<file path="src/rtl/switch_pkg.sv">
// Shared switch definitions: default sizing and the egress scheduler state type.
package switch_pkg;

   localparam int unsigned NUM_PORTS_DEF   = 4;
   localparam int unsigned DATA_W_DEF      = 8;
   localparam int unsigned MAX_PKT_LEN_DEF = 64;

   typedef enum logic [1:0] {
      IDLE  = 2'd0,
      XFER  = 2'd1,
      DRAIN = 2'd2
   } sched_state_e;

endpackage

</file>
<file path="src/rtl/rr_pick.sv">
// Combinational round-robin picker: rotate requests so ptr sits at bit 0,
// priority-encode the lowest set bit, then rotate the offset back.
module rr_pick #(
   parameter int unsigned N = 4
) (
   input  logic [N-1:0]         req_i,
   input  logic [$clog2(N)-1:0] ptr_i,
   output logic [N-1:0]         onehot_o,
   output logic [$clog2(N)-1:0] idx_o,
   output logic                 found_o
);

   localparam int unsigned IdxW = $clog2(N);
   localparam logic [IdxW:0] NumReq = (IdxW + 1)'(N);

   logic [2*N-1:0] req_dbl;
   logic [N-1:0]   req_rot;
   logic [IdxW-1:0] offset;
   logic [IdxW:0]  idx_sum;

   assign req_dbl = {req_i, req_i};

   // Rotate, encode lowest set bit, map offset back to an absolute index.
   always_comb begin
      req_rot  = N'(req_dbl >> ptr_i);
      found_o  = 1'b0;
      offset   = '0;
      // Descending scan so the lowest set bit is the last one written.
      for (int i = N - 1; i >= 0; i--) begin
         if (req_rot[i]) begin
            found_o = 1'b1;
            offset  = IdxW'(i);
         end
      end
      idx_sum = {1'b0, ptr_i} + {1'b0, offset};
      if (idx_sum >= NumReq) begin
         idx_sum = idx_sum - NumReq;
      end
      idx_o    = idx_sum[IdxW-1:0];
      onehot_o = found_o ? (N'(1) << idx_o) : '0;
   end

endmodule

</file>
<file path="src/rtl/egress_scheduler.sv">
// Packet-aware round-robin scheduler and mux for one egress port. A grant is
// taken on SOP and held through EOP; over-length packets are cut and drained.
module egress_scheduler
   import switch_pkg::*;
#(
   parameter int unsigned NUM_PORTS   = NUM_PORTS_DEF,
   parameter int unsigned DATA_W      = DATA_W_DEF,
   parameter int unsigned MAX_PKT_LEN = MAX_PKT_LEN_DEF
) (
   input  logic                          clk,
   input  logic                          rst_n,
   input  logic [NUM_PORTS-1:0]          in_valid_i,
   input  logic [NUM_PORTS*DATA_W-1:0]   in_data_i,
   input  logic [NUM_PORTS-1:0]          in_sop_i,
   input  logic [NUM_PORTS-1:0]          in_eop_i,
   output logic [NUM_PORTS-1:0]          in_ready_o,
   output logic                          out_valid_o,
   output logic [DATA_W-1:0]             out_data_o,
   output logic                          out_sop_o,
   output logic                          out_eop_o,
   input  logic                          out_ready_i,
   output logic [$clog2(NUM_PORTS)-1:0]  out_src_o,
   output logic                          busy_o,
   output logic                          err_len_o
);

   localparam int unsigned SrcW = $clog2(NUM_PORTS);
   localparam int unsigned CntW = $clog2(MAX_PKT_LEN + 1);
   localparam logic [CntW-1:0] LastCnt  = CntW'(MAX_PKT_LEN - 1);
   localparam logic [SrcW-1:0] LastPort = SrcW'(NUM_PORTS - 1);

   sched_state_e    state_q, state_d;
   logic [SrcW-1:0] ptr_q, ptr_d;
   logic [SrcW-1:0] out_src_q, out_src_d;
   logic [CntW-1:0] beat_cnt_q, beat_cnt_d;
   logic            err_len_q, err_len_d;

   logic [NUM_PORTS-1:0] pick_onehot;
   logic [SrcW-1:0]      pick_idx;
   logic                 pick_found;
   logic                 unused_pick_onehot;

   logic [DATA_W-1:0] data_arr [NUM_PORTS];
   logic              g_valid;
   logic              g_sop;
   logic              g_eop;
   logic              g_last;

   for (genvar p = 0; p < NUM_PORTS; p++) begin : g_unpack
      assign data_arr[p] = in_data_i[p*DATA_W +: DATA_W];
   end

   // Only valid SOP beats compete for the egress.
   rr_pick #(
      .N (NUM_PORTS)
   ) u_rr_pick (
      .req_i    (in_valid_i & in_sop_i),
      .ptr_i    (ptr_q),
      .onehot_o (pick_onehot),
      .idx_o    (pick_idx),
      .found_o  (pick_found)
   );

   assign unused_pick_onehot = ^pick_onehot;

   assign g_valid = in_valid_i[out_src_q];
   assign g_sop   = in_sop_i[out_src_q];
   assign g_eop   = in_eop_i[out_src_q];
   // The beat at this count is the last one allowed through.
   assign g_last  = (beat_cnt_q == LastCnt);

   // Next-state, grant bookkeeping and egress mux.
   always_comb begin
      state_d     = state_q;
      ptr_d       = ptr_q;
      out_src_d   = out_src_q;
      beat_cnt_d  = beat_cnt_q;
      err_len_d   = 1'b0;
      in_ready_o  = '0;
      out_valid_o = 1'b0;
      out_data_o  = '0;
      out_sop_o   = 1'b0;
      out_eop_o   = 1'b0;

      unique case (state_q)
         IDLE: begin
            if (pick_found) begin
               out_src_d  = pick_idx;
               ptr_d      = (pick_idx == LastPort) ? '0 : pick_idx + 1'b1;
               beat_cnt_d = '0;
               state_d    = XFER;
            end
         end
         XFER: begin
            out_valid_o           = g_valid;
            out_data_o            = data_arr[out_src_q];
            out_sop_o             = g_sop;
            out_eop_o             = g_eop | g_last;
            in_ready_o[out_src_q] = out_ready_i;
            if (g_valid && out_ready_i) begin
               beat_cnt_d = beat_cnt_q + 1'b1;
               if (g_eop) begin
                  state_d = IDLE;
               end else if (g_last) begin
                  err_len_d = 1'b1;
                  state_d   = DRAIN;
               end
            end
         end
         DRAIN: begin
            // Swallow the rest of the cut packet so the source can move on.
            in_ready_o[out_src_q] = 1'b1;
            if (g_valid && g_eop) begin
               state_d = IDLE;
            end
         end
         default: begin
            state_d = IDLE;
         end
      endcase
   end

   // State and grant registers.
   always_ff @(posedge clk or negedge rst_n) begin
      if (!rst_n) begin
         state_q    <= IDLE;
         ptr_q      <= '0;
         out_src_q  <= '0;
         beat_cnt_q <= '0;
         err_len_q  <= 1'b0;
      end else begin
         state_q    <= state_d;
         ptr_q      <= ptr_d;
         out_src_q  <= out_src_d;
         beat_cnt_q <= beat_cnt_d;
         err_len_q  <= err_len_d;
      end
   end

   assign out_src_o = out_src_q;
   assign busy_o    = (state_q != IDLE);
   assign err_len_o = err_len_q;

endmodule

</file>
<file path="config.mk">
export PLATFORM = sky130hd
export DESIGN_NAME = egress_scheduler
export DESIGN_NICKNAME = d
export VERILOG_FILES = /design/src/rtl/switch_pkg.sv /design/src/rtl/rr_pick.sv /design/src/rtl/egress_scheduler.sv
export SDC_FILE = /design/constraint.sdc
export NUM_CORES = 1
export LEC_CHECK = 0
export BUFFER_PORTS_ARGS = -buffer_cell sky130_fd_sc_hd__buf_2
export CAP_MARGIN = 20
export CORE_MARGIN = 4
export CORE_UTILIZATION = 40
export DETAILED_ROUTE_END_ITERATION = 12
export GPL_TIMING_DRIVEN = 0
export PLACE_DENSITY = 0.7
export SLEW_MARGIN = 25
export SYNTH_ARGS = -nofsm -noshare
export SYNTH_HDL_FRONTEND = slang
export SYNTH_SLANG_ARGS = --single-unit
</file>
<file path="constraint.sdc">
create_clock -name clk -period 3 [get_ports clk]
set_input_delay 0.3 -clock clk [delete_from_list [all_inputs] [get_ports clk]]
set_output_delay 0.3 -clock clk [all_outputs]
set_load 0.01 [all_outputs]
</file>
==> results.md <==
- Sequential cell area: roughly 350 um^2
- CP Data Arrival Time: about 2.7 ns
- Synth async-reset ratio: 1.00
- Final instance area: 1860 um^2
- Post-CTS Setup Inserts: 0
- R2R Path Start: ptr_q[0]
- Largest cells by area after synthesis: dfrtp_1, mux4_2, ha_1
- Ys flop type: dfrtp_1
- Ant diodes: 0
- Root buf cell: clkbuf_4
- Post-Syn Area: 1430 um^2
- Fillers: just under 300
- Setup violations, final: 0
- Syn Inst Count: 145
- Tcrit/Tclk final: 0.840
- Hold Path Class: primary input to register
- H-tree depth: 1
- Post-synth top area cell: dfrtp_1
- Wirelength, routed: about 3.7 mm
- Switch Pwr: 724 uW
- Clock power share: 0.086
- CP Max Fanout: 10
- Post-synth EDFFs: 0
- Leak: 0.899 nW
- Die Ht: slightly below 70 um
- TNS Setup: 0 ns
- Clock-pin slew on the worst setup and hold paths: about 0.09 ns
- Pin count of the biggest net entering global routing: 15
- Drt first pass iters: 4
- TritonCTS clock tree: done
- Worst Clk Skew: around 0.0020 ns
- Post-synth top area share: 0.245
- Relative max-transition margin: 0.630
- WL per Instance: 14.3 um
- Vias: ~1400
- Reg power frac: 0.184
- Sw Ratio: 0.450
- Fmax: 397 MHz
- Crit path time final: 2.52 ns
- Worst-Skew Late Latency: 0.28 ns
- Mux cell area share after synthesis: 0.210
- Commonest non-fill, non-tap cell in the layout: buf_2
- DP Wirelength: roughly 3.1 mm
- Unique cell type count in the Yosys netlist: between 40 and 50
- Initial Utilization: 0.421
- Antenna viol nets, final: 0
- Layout cell share with drive strength beyond 1: 0.447
- CTS Sinks: 14
- Vias in the first global route: about 1300
- Num CTS Buffers: 3
- Internal power: between 800 and 900 uW
- Hold Crit Endpoint: err_len_o
- Worst Setup Path Type: register to register
- Yosys Warn Count: 0
- Multi-input gate area: 1020 um^2
- First-pass GRT wire length: 5.80 mm
- Final Non-Filler Cells: roughly 260
- Final hold vios: 0
- Power Dens Cells: ~870 nW/um^2
- Final GP Congestion: roughly 0.84
- Nature of the critical path startpoint: register
- RR Endpoint: ptr_q[1]
- Nets: between 200 and 300
- Area grow syn2layout: 30.1%
- MaxCap Viol Count: 0
- DRT iter0 DRCs: around 100
- Clock Path Buffers: 2
- Hold path cells: 3
- Synth Area in Adders: 0.0526
- Row cnt: 21
- Flop and latch count out of synthesis: 14
- Outcome: finished clean
- Cells on worst reg2reg path: 9
- Compound-cell area share of the yosys netlist: 0.212
- Xor/xnor share of the synthesized area: 0.0228
- Cells after DPL: between 200 and 300
- Comb power frac: 0.729
- Max Transition Viols Final: 0
- Most frequent cells in the layout: buf_2, dfrtp_1, nand2_1, nor2_1
- Gr usage total: 0.165
- Worst EP required: ~3.2 ns
- DRC viols: 0
- Post-Syn Nets: just under 200
- Post-Route Utilization: 0.548
- # resized after CTS: 0
- Worst Min Path Start: out_ready_i
- Die ar.: roughly 4600 um^2
- Slew @ Worst Pin: between 0.5 and 0.6 ns
- VDD IR max: approximately 0.41 mV
- Syn Area/Cell: between 9 and 10 um^2
- Post-DP Area: 1810 um^2
- Post-synthesis sequential area ratio: 0.245
- Die outline width: 67.7 um
- Input/output buffers: 65
- Core footprint: 3390 um^2
- Setup crit end kind: register
- Total gr overflow: 0
- Largest family of logic cells by synthesized area: simple AND/OR/NAND/NOR gates
- I/O pin count: 66
- Worst reg2reg setup slack: about 0.48 ns
- Initial antenna violation count: 0
- RSZ-0062 raised after global routing: no
- Synth Area in Simple Gates: 0.214
- Vias/cell: 5.46
==> sequential cells by signal, indices dropped and copies added (netlist names) <==
name,cells
out_src_o,2
state_q,2
err_len_o,1
beat_cnt_q,7
ptr_q,2
==> stage by stage <==
| stage | setup slack [ns] | total power, mW | hold WS [ns] |
|---|---|---|---|
| CTS | 0.495 | 1.62 | 0.265 |
| finish | 0.479 | 1.61 | 0.274 |
| detailed placement | 0.525 | 1.47 | 0.217 |
| floorplan | 0.726 | 1.17 | 0.00441 |
| global route | 0.352 | 1.75 | 0.278 |
| global placement | 0.486 | 1.47 | 0.220 |
==> cell type report <==
| class | count | area share |
|---|---|---|
| Buffer | 9 | 0.0249 |
| Clock buffer | 4 | 0.0195 |
| Tap cell | 46 | 0.0310 |
| Multi-Input combinational cell | 118 | 0.547 |
| Sequential cell | 14 | 0.189 |
| Inverter | 4 | 0.00809 |
| Timing Repair Buffer | 66 | 0.181 |
==> critical path, stage by stage, from the launching register on <==
cell and delay (ns):
dfrtp_1 0.40, clkbuf_1 0.33, nor3b_1 0.10, a311oi_1 0.26, o221ai_1 0.17, ha_1 0.36
or2_2 0.28, a221o_1 0.29, nand2_1 0.07, xor2_1 0.17
==> worst max path at each step <==
stage                     slack, ns        to  cells past startpoint      from
after detailed placement       0.52  ptr_q[1]                      9  ptr_q[0]
after global routing           0.35  ptr_q[1]                      9  ptr_q[0]
after CTS                      0.50  ptr_q[1]                      9  ptr_q[0]
final                          0.48  ptr_q[1]                      9  ptr_q[0]
after floorplan                0.73  ptr_q[1]                      9  ptr_q[0]
after global placement         0.49  ptr_q[1]                      9  ptr_q[0]
==> power groups by stage <==
stage	Combinational, mW	Clock [mW]	Sequential (mW)
after floorplan	0.879	0	0.296
after CTS	1.18	0.145	0.296
after global routing	1.29	0.154	0.308
after detailed placement	1.17	0	0.300
after global placement	1.17	0	0.299
final	1.17	0.139	0.296
==> synthesized netlist by cell type (2+ instances only) <==
master,count
a21oi_1,9
a22o_1,2
a22oi_1,2
a311oi_1,2
a311oi_2,3
and2_1,11
and3_1,5
buf_2,3
clkbuf_1,4
dfrtp_1,14
ha_1,6
inv_1,4
mux2_2,2
mux2i_1,3
mux4_2,11
nand2_1,13
nand3_1,5
nor2_1,12
nor2b_1,4
nor3b_1,2
o2111ai_1,2
o211ai_1,2
o21a_1,2
o21ai_0,3
o21ai_1,2
==> per-layer routing <==
metal / share of wire / up-vias / wire length, um / track usage
li1: - / 696 / - / -
met1: 0.43 / 663 / 1610 / 0.201
met2: 0.45 / 60 / 1690 / 0.292
met3: 0.11 / 5 / 410 / 0.0366
met4: 0.0080 / 0 / 30 / 0.0430
met5: 0 / - / 0 / 0
==> cells by family after synthesis <==
kind of cell,after synthesis
AO/OA/AOI/OAI,37
XOR/XNOR,2
adder cells (fa/ha/maj),6
buffers and inverters,13
flip-flops,14
multiplexers,16
AND/OR/NAND/NOR,57
==> timing repair <==
| action | in CTS | in global routing |
|---|---|---|
| endpoints found under the hold margin | 14 | 0 |
| hold buffers | 1 | 0 |
| endpoints found under the setup margin | 0 | 0 |
No activity file was read; power rests on OpenSTA's default activity.
